### src/rtl/freq_ctrl.sv
// freq_ctrl: steps the clock-generator frequency select through 0/33/66/100 MHz.
// Changes come from a direct load, a pushbutton or an automatic dwell timer.
// After every change the block holds off further changes for SETTLE_CYCLES.
// Optional build macro FREQ_CTRL_DEBOUNCE_EN adds a debounce filter on the
// synchronized button; without it the synchronized button is used directly.
module freq_ctrl #(
  parameter int SETTLE_CYCLES   = 16,
  parameter int DWELL_CYCLES    = 1000000,
  parameter int DEBOUNCE_CYCLES = 250000
) (
  input  logic       i_clk,
  input  logic       i_rst,
  input  logic       i_btn,
  input  logic       i_auto,
  input  logic       i_load_valid,
  input  logic [1:0] i_load_state,
  output logic       o_load_ready,
  output logic [1:0] o_freq_state,
  output logic       o_settled,
  output logic       o_change
);

  typedef enum logic {
    SETTLE = 1'b0,
    RUN    = 1'b1
  } state_t;

  localparam logic [15:0] SETTLE_LAST = 16'(SETTLE_CYCLES - 1);
  localparam logic [23:0] DWELL_LAST  = 24'(DWELL_CYCLES - 1);

  logic        btn_meta;
  logic        btn_sync;
  logic        btn_level;
  logic        btn_prev;
  logic        btn_event;
  logic        handshake;

  state_t      state;
  state_t      state_nx;
  logic [15:0] settle_cnt;
  logic [15:0] settle_cnt_nx;
  logic [23:0] dwell_cnt;
  logic [23:0] dwell_cnt_nx;
  logic [1:0]  freq_nx;
  logic        change_nx;

  // Bring the asynchronous pushbutton into the clock domain before any use.
  always_ff @(posedge i_clk) begin
    if (i_rst) begin
      btn_meta <= 1'b0;
      btn_sync <= 1'b0;
    end else begin
      btn_meta <= i_btn;
      btn_sync <= btn_meta;
    end
  end

`ifdef FREQ_CTRL_DEBOUNCE_EN
  localparam logic [19:0] DEBOUNCE_LAST = 20'(DEBOUNCE_CYCLES - 1);

  logic        db_level;
  logic [19:0] db_cnt;

  // Debounced level follows the synchronized button only after it has disagreed long enough.
  always_ff @(posedge i_clk) begin
    if (i_rst) begin
      db_level <= 1'b0;
      db_cnt   <= '0;
    end else if (btn_sync == db_level) begin
      db_cnt   <= '0;
    end else if (db_cnt == DEBOUNCE_LAST) begin
      db_level <= btn_sync;
      db_cnt   <= '0;
    end else begin
      db_cnt   <= db_cnt + 20'd1;
    end
  end

  assign btn_level = db_level;
`else
  assign btn_level = btn_sync;
`endif

  // Remember the previous button level so a press is seen only on its rising edge.
  always_ff @(posedge i_clk) begin
    if (i_rst) begin
      btn_prev <= 1'b0;
    end else begin
      btn_prev <= btn_level;
    end
  end

  assign btn_event = btn_level & ~btn_prev;
  assign handshake = i_load_valid & o_load_ready;

  // State, counters and all outputs are registered from the next-state logic.
  always_ff @(posedge i_clk) begin
    if (i_rst) begin
      state        <= SETTLE;
      settle_cnt   <= '0;
      dwell_cnt    <= '0;
      o_freq_state <= 2'b00;
      o_change     <= 1'b0;
      o_settled    <= 1'b0;
      o_load_ready <= 1'b0;
    end else begin
      state        <= state_nx;
      settle_cnt   <= settle_cnt_nx;
      dwell_cnt    <= dwell_cnt_nx;
      o_freq_state <= freq_nx;
      o_change     <= change_nx;
      o_settled    <= (state_nx == RUN);
      o_load_ready <= (state_nx == RUN);
    end
  end

  // Next state: load beats button beats auto-step; anything lower in the same cycle is dropped.
  always_comb begin
    state_nx      = state;
    settle_cnt_nx = settle_cnt;
    dwell_cnt_nx  = dwell_cnt;
    freq_nx       = o_freq_state;
    change_nx     = 1'b0;

    case (state)
      SETTLE: begin
        dwell_cnt_nx = '0;
        if (settle_cnt == SETTLE_LAST) begin
          state_nx      = RUN;
          settle_cnt_nx = '0;
        end else begin
          settle_cnt_nx = settle_cnt + 16'd1;
        end
      end

      RUN: begin
        if (handshake) begin
          dwell_cnt_nx = '0;
          if (i_load_state != o_freq_state) begin
            freq_nx   = i_load_state;
            change_nx = 1'b1;
          end
        end else if (btn_event) begin
          freq_nx   = o_freq_state + 2'd1;
          change_nx = 1'b1;
        end else if (!i_auto) begin
          dwell_cnt_nx = '0;
        end else if (dwell_cnt == DWELL_LAST) begin
          freq_nx   = o_freq_state + 2'd1;
          change_nx = 1'b1;
        end else begin
          dwell_cnt_nx = dwell_cnt + 24'd1;
        end

        if (change_nx) begin
          state_nx      = SETTLE;
          settle_cnt_nx = '0;
          dwell_cnt_nx  = '0;
        end
      end

      default: begin
        state_nx = SETTLE;
      end
    endcase
  end

endmodule
### config.mk
export PLATFORM = sky130hd
export DESIGN_NAME = freq_ctrl
export DESIGN_NICKNAME = d
export VERILOG_FILES = /design/src/rtl/freq_ctrl.sv
export SDC_FILE = /design/constraint.sdc
export NUM_CORES = 1
export LEC_CHECK = 0
export BUFFER_PORTS_ARGS = -buffer_cell sky130_fd_sc_hd__buf_2
export CAP_MARGIN = 20
export CORE_ASPECT_RATIO = 0.7
export CORE_MARGIN = 2
export CORE_UTILIZATION = 54
export DETAILED_ROUTE_END_ITERATION = 6
export GPL_ROUTABILITY_DRIVEN = 0
export PLACE_DENSITY = 0.79
export SLEW_MARGIN = 20
export SYNTH_ARGS = -nofsm -noshare
export SYNTH_HDL_FRONTEND = slang
export SYNTH_SLANG_ARGS = --single-unit
### constraint.sdc
create_clock -name i_clk -period 1.95 [get_ports i_clk]
set_input_delay 0.0975 -clock i_clk [delete_from_list [all_inputs] [get_ports i_clk]]
set_output_delay 0.0975 -clock i_clk [all_outputs]
set_load 0.02 [all_outputs]
Yosys cells after proc, flatten, opt, wreduce, memory -nomap -nowiden
Index checks and enable logic that the tools add are counted.
{"block": "op_classes", "bitwise_logic": 4, "eq_ne": 7, "muxes": 23, "n_addsub": 3, "reduce_logical": 5}
{"op": "$mux 24", "count": 5}
{"op": "$pmux 24 s2", "count": 1}
{"op": "$mux 16", "count": 2}
{"op": "$pmux 16 s2", "count": 1}
{"op": "$add 24x1->24 const B", "count": 1}
{"op": "$eq 24x20->1 const B", "count": 1}
{"op": "$add 16x1->16 const B", "count": 1}
{"op": "$eq 16x4->1 const B", "count": 1}
{"op": "$mux 2", "count": 5}
{"op": "$mux 1", "count": 8}
{"op": "$reduce_bool 3->1", "count": 2}
{"op": "$ne 5x4->1 const B", "count": 1}
{"op": "$ne 2x1->1 const B", "count": 2}
{"op": "$ne 4x3->1 const B", "count": 1}
{"op": "$reduce_and 4->1", "count": 1}
{"op": "$add 2x1->2 const B", "count": 1}
{"op": "$and 1x1->1", "count": 2}
{"op": "$ne 2x2->1", "count": 1}
{"op": "$not 1->1", "count": 2}
{"op": "$pmux 1 s2", "count": 1}
{"op": "$reduce_and 2->1", "count": 1}
{"op": "$reduce_or 2->1", "count": 1}
{"block": "totals", "word_cells": 50, "register_bits": 47, "output_inout_bits": 5, "input_bits": 7}

Longest topological paths before layout
Gate-level depths: netlist of run 1.
{"block": "depth", "word_depth": 8, "ltp_mapped": 9, "ltp_nobuf": 6}

Worst setup path after synthesis of run 1
No wires, ideal clock.
{"block": "synth_path", "path_type": "register to register", "start": "reg dwell_cnt[0]", "end": "reg dwell_cnt[13]", "path_buffers": 3, "required_ns": 1.834, "path_slack_ns": -0.008, "arrival_time_ns": 1.843, "stages_incl_launch_ff": 10, "period_less_slack_ns": 1.958, "setup_ns": 0.116, "path_cell_list": "dfxtp_1 -> ha_1 -> and3_1 -> buf_6 -> nand4_1 -> or4_1 -> buf_6 -> nand3_4 -> buf_12 -> nor2_2"}
{"block": "synth_via", "elab_chain_len": 8, "elab_cells_between_ends": 16, "classes_between": "add/sub (1); eq/ne (3); mux (11); reduce/logical (1)"}
{"element": "from (decl)", "line_no": "42", "text": "logic [23:0] dwell_cnt;"}
{"element": "from (signal assigned)", "line_no": "109", "text": "dwell_cnt <= dwell_cnt_nx;"}
{"element": "branches (longest 8 deep; another with $add 24x1->24)"}
Parallel ways; which one is timed is not known. The select of a mux whose other input is x is not followed.
A chain may end at the register's enable or synchronous reset.

Worst setup path in the final report of run 1
{"block": "layout_path", "start": "reg dwell_cnt[1]", "end": "reg settle_cnt[1]"}
{"block": "layout_via", "elab_chain_len": 7}
{"element": "$eq 24x20->1", "line_no": "148", "text": "end else if (dwell_cnt == DWELL_LAST) begin"}
{"element": "$mux 1", "line_no": "148"}
{"element": "$mux 1", "line_no": "146", "text": "end else if (!i_auto) begin"}
{"element": "$mux 1", "line_no": "143", "text": "end else if (btn_event) begin"}
{"element": "$mux 1", "line_no": "137", "text": "if (handshake) begin"}
{"element": "$mux 1", "line_no": "125", "text": "case (state)"}
{"element": "$ne 2x1->1 (no source line)"}
{"element": "to (signal assigned)", "line_no": "108", "text": "settle_cnt <= settle_cnt_nx;"}
{"element": "to (decl)", "line_no": "40", "text": "logic [15:0] settle_cnt;"}
Every way passes these cells. The select of a mux whose other input is x is not followed.

==> results of run 1 <==
-- cells in the mapped netlist (all sizes together) (5+ instances only) --
library cell	count	share of area, %
dfxtp	47	41
nor2	47	8.7
nand2	22	3.9
nor3	17	3.9
xnor2	15	5.7
nand3	13	3.4
nand4	10	2.7
a311oi	9	3.4
xor2	9	3.4
a21oi	8	1.7
o21ai	8	1.7
and4	7	2.7
buf	7	3.5
inv	7	1.1
nor4	7	1.9
and3	6	1.6
clkbuf	6	0.98
a31oi	5	1.4
nor2b	5	1.4
-- timing repair --
item                       4_1_cts  5_1_grt
setup endpoints to repair       26       43
pin swaps                        0        6
gates resized for setup          1       15
cloned                           0        0
hold buffers                     0        0
-- sequential cells by signal, indices dropped and copies added (netlist names) --
name	count
btn_level	1
state	1
btn_prev	1
o_freq_state	2
dwell_cnt	24
btn_meta	1
o_change	1
settle_cnt	16
-- path summary, 6_finish.rpt --
check,from,end,slack [ns],cells after the start
worst min register to register,btn_meta$_SDFF_PP0_,btn_level$_SDFF_PP0_,0.44,1
worst min-delay path,i_btn,btn_meta$_SDFF_PP0_,0.02,2
worst max-delay path,dwell_cnt[1]$_SDFFE_PP0P_,settle_cnt[1]$_SDFFE_PP0P_,0.04,7
worst max register to register,dwell_cnt[1]$_SDFFE_PP0P_,settle_cnt[1]$_SDFFE_PP0P_,0.04,7
-- stage by stage --
stage          instance area, sq um  cells  utilization [%]  TNS (ns)  power, W
6_report                       2650    347             66.0         0   0.00157
5_1_grt                        2650    347             66.0    -0.558   0.00162
4_1_cts                        2590    348             64.5         0   0.00158
3_5_place_dp                   2510    342             62.5  -0.00223   0.00104
3_3_place_gp                   2510    342             62.5         0   0.00104
2_1_floorplan                  2310    271                -         0   0.00102
-- power groups by stage --
stage          Clock [W]  Combinational (W)  Sequential (W)
2_1_floorplan          0          0.0000286        0.000995
3_3_place_gp           0          0.0000412        0.000997
3_5_place_dp           0          0.0000418        0.000998
4_1_cts         0.000561          0.0000439        0.000975
5_1_grt         0.000586          0.0000526        0.000978
6_report        0.000547          0.0000485        0.000976
-- cells in the final DEF, fill, tap and decap left out, types with 6 or more instances in the layout --
master / Yosys / routed
dfxtp_1: 47 / 43
nor2_2: 10 / 10
xor2_1: 9 / 9
nor3_1: 16 / 16
xnor2_1: 15 / 15
a21oi_1: 8 / 8
buf_2: 1 / 11
o21ai_0: 8 / 8
a311oi_1: 9 / 8
nand4_1: 10 / 10
nand3_1: 12 / 12
buf_4: 1 / 17
nor2_1: 37 / 37
and4_1: 6 / 6
inv_1: 7 / 7
nand2_1: 21 / 21
-- area by class of cell --
type / instances / share of cell area (%)
inverters: 7 / 0.991
repair buffers: 31 / 8.97
clock inverters: 1 / 0.283
multi-input cells: 204 / 49.0
clock buffers: 5 / 2.60
flip-flops and latches: 47 / 35.7
well taps: 52 / 2.45
-- kinds of logic (layout without fill, tap and decap cells) --
family / after synthesis / after routing / share of synthesized area [%]
AOI/OAI and AO/OA: 38 / 38 / 11.3
xor gates and xnor gates: 24 / 24 / 9.11
and+or+nand+nor: 140 / 140 / 32.1
adders and majority gates: 2 / 2 / 1.08
buffers and inverters: 20 / 44 / 5.64
DFF: 47 / 47 / 40.8
-- critical path, delay by kind of cell, from the launching register on --
| kind | cells | cell delay (ns) |
|---|---|---|
| AOI/OAI and AO/OA | 1 | 0.21 |
| adders and majority gates | 1 | 0.19 |
| buffers and inverters | 1 | 0.16 |
| DFF | 1 | 0.35 |
| and+or+nand+nor | 4 | 0.89 |
-- layer usage --
layer | wire, um | vias to the layer above | share of wire [%] | GRT usage [%]
li1 | - | 1016 | - | -
met1 | 2640 | 922 | 51 | 33.2
met2 | 2200 | 82 | 43 | 33.8
met3 | 275 | 9 | 5.3 | 5.06
met4 | 54 | 0 | 1.0 | 6.67
met5 | 0 | - | 0 | 0
==> out/metrics.csv, run 1 <==
stage,metric,value,unit
run_status,status,finished clean,
power_and_ir_drop,swShare,22.1,%
sta,setup_ws,0.0442,ns
global_route,grt_max_degree,24,
synth,syn_area,2310,sq um
global_route,grt_pass1_vias,1834,
finish,area_delta_synth_final,14.9,%
floorplan,row_count,19,
power_and_ir_drop,peakVddDrop,0.400,mV
power_and_ir_drop,netSwitchingPower,0.000347,W
synth,ys_ff_latch,47,
floorplan,chipHeight,58.7,um
synth,ys_warn_count,0,
finish,num_antenna_cells,0,
route,vias,2029,
route,first_pass_iters,6,
sta,finalHoldViolations,0,
sta,setup_violations,0,
clocking,cts.sinks,47,
power_and_ir_drop,power.internal,0.00122,W
place,pre_cts_ws,-0.00134,ns
clocking,root_buffer,clkbuf_8,
critical_path,cp_max_fo,7,
clocking,postCtsSetupBuffers,0,
route,final_antenna_net_count,0,
sta,period_needed,1.91,ns
sta,max_freq,525,MHz
route,routed_wl,5170,um
floorplan,io_pins,12,
floorplan,die_w,82.1,um
sta,slew-limit-headroom,69.1,%
synth,syn-num-nets,280,
power_and_ir_drop,p_leak,0.939,nW
power_and_ir_drop,power.density,593,nW/um^2
clocking,cts_tree,done,
sta,worstMarginPinSlew,0.463,ns
global_route,track_usage,22.8,%
synth,synth_cell_types,42,
synth,syn_inst,271,
synth,synthArstFlopShare,0,%
clocking,clock_latency,0.30,ns
route,drc_errors,0,
floorplan,initial_core_util,57.5,%
power_and_ir_drop,p_seq_share,62.1,%
sta,fin_worst_skew,0.0120,ns
critical_path,arrival,2.09,ns
clocking,clockBufferDepth,2,
power_and_ir_drop,share_comb_of_total_power,3.1,%
critical_path,critPathLaunchType,register,
synth,synth_top_flop_cell,dfxtp_1,
floorplan,die_area,4820,sq um
critical_path,crit_required,2.13,ns
global_route,grt_pass1_wl,8410,um
critical_path,cpMaxStageDelayCell,or4_4,
synth,ys_seq_area_share,40.8,%
finish,seqCellArea,946,sq um
global_route,antenna_found_initial,0,
critical_path,crit_path_cell_trace,ha_2 > and3_4 > nand4_1 > or4_4 > buf_8 > a32oi_2 > nor2_1,
sta,post-route-period-util,97.7,%
critical_path,end_kind,register,
route,viasPerCell,5.85,
finish,final_layout_size_suffix_gt1_share,22.4,%
synth,avgSynthCellArea,8.52,sq um
flow_run,maxCapViolCount,0,
min_path,hold_class,in -> reg,
route,drt_first_iter_violations,230,
finish,multiInputGateArea,1300,sq um
synth,synth_edf_count,0,
finish,nFillCells,335,
place,io_buffer_count,11,
global_route,overflow,0,
critical_path,crit_type,reg -> reg,
clocking,cts_max_level,2,
critical_path,slowest_delay,0.46,ns
clocking,path_clk_slew,0.09,ns
clocking,numCtsBuffers,5,
place,dp_hpwl,3530,um
finish,nNetsFinal,305,
power_and_ir_drop,p_clk_share,34.8,%
floorplan,core_area,4020,sq um
route,wl_per_cell,14.9,um
sta,whs,0.0156,ns
sta,drv_slew,0,
Note: power is estimated with default switching activity, not from simulation.
==> inputs of run 2 (changes only) <==
--- a/config.mk
+++ b/config.mk
@@ -10,6 +10,7 @@
 export CORE_ASPECT_RATIO = 0.7
 export CORE_MARGIN = 2
 export CORE_UTILIZATION = 54
+export CTS_BUF_LIST = sky130_fd_sc_hd__clkbuf_16
 export DETAILED_ROUTE_END_ITERATION = 6
 export GPL_ROUTABILITY_DRIVEN = 0
 export PLACE_DENSITY = 0.79
==> out/metrics.csv, run 2 (synthesis gave the netlist of run 1 again) <==
stage,metric,value,unit
finish,top_register,dwell_cnt,
sta,worstMarginPinSlew,0.461,ns
power_and_ir_drop,power.internal,0.00145,W
floorplan,core_area,4020,sq um
finish,final_layout_size_suffix_gt1_share,22.6,%
floorplan,row_count,19,
sta,drv_slew,0,
clocking,clockBufferDepth,2,
critical_path,cp_max_fo,7,
global_route,track_usage,23.0,%
power_and_ir_drop,netSwitchingPower,0.000376,W
clocking,cts_tree,done,
sta,post-route-period-util,97.5,%
sta,finalHoldViolations,0,
power_and_ir_drop,p_clk_share,43.8,%
power_and_ir_drop,power.density,665,nW/um^2
min_path,min_from,i_btn,
finish,area_delta_synth_final,18.8,%
floorplan,die_w,82.1,um
finish,final_core_util,68.3,%
floorplan,die_area,4820,sq um
power_and_ir_drop,p_seq_share,53.6,%
critical_path,crit_path_cell_trace,ha_2 > and3_4 > nand4_1 > or4_4 > buf_8 > a21oi_1 > nor3_1,
floorplan,initial_core_util,57.5,%
finish,largest_reg_flops,24,
clocking,clock_latency,0.28,ns
global_route,grt_pass1_vias,1854,
route,drc_errors,0,
route,final_antenna_net_count,0,
sta,max_freq,526,MHz
critical_path,crit_required,2.10,ns
finish,layout_commonest_cell,dfxtp_1,
clocking,numCtsBuffers,5,
clocking,cts.sinks,47,
critical_path,end_kind,register,
critical_path,reg2reg_depth,7,
min_path,hold_depth,2,
sta,period_needed,1.90,ns
clocking,root_buffer,clkbuf_16,
sta,slew-limit-headroom,69.3,%
place,io_buffer_count,11,
sta,finalSetupTns,0,ns
place,dp_hpwl,3530,um
finish,seqCellArea,946,sq um
route,wl_per_cell,15.4,um
critical_path,slowest_delay,0.45,ns
critical_path,rr_startpoint,dwell_cnt[1]$_SDFFE_PP0P_,
clocking,cts_max_level,2,
min_path,hold_class,in -> reg,
critical_path,cpMaxStageDelayCell,or4_4,
finish,fin_cells,349,
sta,whs,0.0297,ns
finish,num_antenna_cells,0,
global_route,antenna_found_initial,0,
power_and_ir_drop,peakVddDrop,0.422,mV
route,viasPerCell,5.85,
critical_path,arrival,2.05,ns
critical_path,rrSetupSlack,0.05,ns
power_and_ir_drop,swShare,20.6,%
critical_path,critPathLaunchType,register,
min_path,holdPathEnd,btn_meta$_SDFF_PP0_,
critical_path,crit_type,reg -> reg,
power_and_ir_drop,p_leak,0.989,nW
global_route,grt_max_degree,24,
global_route,grt_pass1_wl,8510,um
route,vias,2042,
clocking,path_clk_slew,0.06,ns
finish,final_cell_mix,"dfxtp_1 (43), nor2_1 (37), nand2_1 (21)",
global_route,overflow,0,
sta,setup_violations,0,
floorplan,chipHeight,58.7,um
clocking,cts_hold_buf,0,
power_and_ir_drop,finalPower,0.00182,W
sta,fin_worst_skew,0.00847,ns
place,dp_cells,342,
critical_path,r2r_end,settle_cnt[4]$_SDFFE_PP0P_,
finish,largestRegisters,"dwell_cnt (24), settle_cnt (16), o_freq_state (2)",
route,first_pass_iters,4,
finish,multiInputGateArea,1300,sq um
route,drt_first_iter_violations,242,
flow_run,maxCapViolCount,0,
floorplan,io_pins,12,
route,routed_wl,5380,um
finish,nNetsFinal,307,
run_status,status,finished clean,
power_and_ir_drop,share_comb_of_total_power,2.6,%
finish,nFillCells,316,
run 2: cell types whose count changed in the layout (fill, tap and decap cells not counted), sizes merged:
| cell | previous run | this run |
|---|---|---|
| buf | 31 | 32 |
| clkbuf | 5 | 6 |
run 2: how the worst max path moves through the flow:
stage / start / endpoint / slack [ns] / depth (start not counted)
6_report: dwell_cnt[1]$_SDFFE_PP0P_ / settle_cnt[4]$_SDFFE_PP0P_ / 0.05 / 7
5_1_grt: dwell_cnt[1]$_SDFFE_PP0P_ / settle_cnt[4]$_SDFFE_PP0P_ / -0.007 / 7
4_1_cts: dwell_cnt[22]$_SDFFE_PP0P_ / o_freq_state[1]$_SDFFE_PP0P_ / 0.008 / 7
3_5_place_dp: dwell_cnt[20]$_SDFFE_PP0P_ / dwell_cnt[5]$_SDFFE_PP0P_ / -0.001 / 7
3_3_place_gp: dwell_cnt[20]$_SDFFE_PP0P_ / dwell_cnt[0]$_SDFFE_PP0P_ / 0.008 / 7
2_1_floorplan: dwell_cnt[0]$_SDFFE_PP0P_ / dwell_cnt[13]$_SDFFE_PP0P_ / 0.10 / 9
run 2: power by group through the flow:
stage	sequential, W	clock (W)	combinational [W]
floorplan	0.000995	0	0.0000286
global placement	0.000997	0	0.0000412
detailed placement	0.000998	0	0.0000418
CTS	0.000976	0.000804	0.0000431
global route	0.000978	0.000839	0.0000509
finish	0.000977	0.000799	0.0000469
run 2: final cells by class:
type	instances	area share, %
inverters	7	0.958
clock inverters	1	0.274
clock buffers	5	4.56
multi-input cells	204	47.5
flip-flops and latches	47	34.5
well taps	52	2.37
repair buffers	33	9.85
run 2: timing repair:
item	in CTS	in global routing
pin swaps	0	7
buffers inserted	0	1
setup endpoints to repair	4	43
cloned	0	1
gates resized for setup	1	15
run 2: stage by stage:
| stage | instance area [sq um] | setup WS (ns) |
|---|---|---|
| 2_1_floorplan | 2310 | 0.104 |
| 5_1_grt | 2740 | -0.00656 |
| 4_1_cts | 2650 | 0.00772 |
| 6_report | 2740 | 0.0478 |
| 3_3_place_gp | 2510 | 0.00805 |
| 3_5_place_dp | 2510 | -0.00134 |
run 2: critical path, delay by kind of cell (launching register included):
family	cells	cell delay (ns)
and+or+nand+nor	4	0.89
AOI/OAI and AO/OA	1	0.20
buffers and inverters	1	0.16
DFF	1	0.34
adders and majority gates	1	0.17
run 2: metal layers:
metal	share of wire, %	up-vias	global-route usage, %
met1	49	932	33.3
met4	1.8	0	7.14
li1	-	1015	-
met5	0	-	0
met2	42	84	34.7
met3	7.6	11	4.60
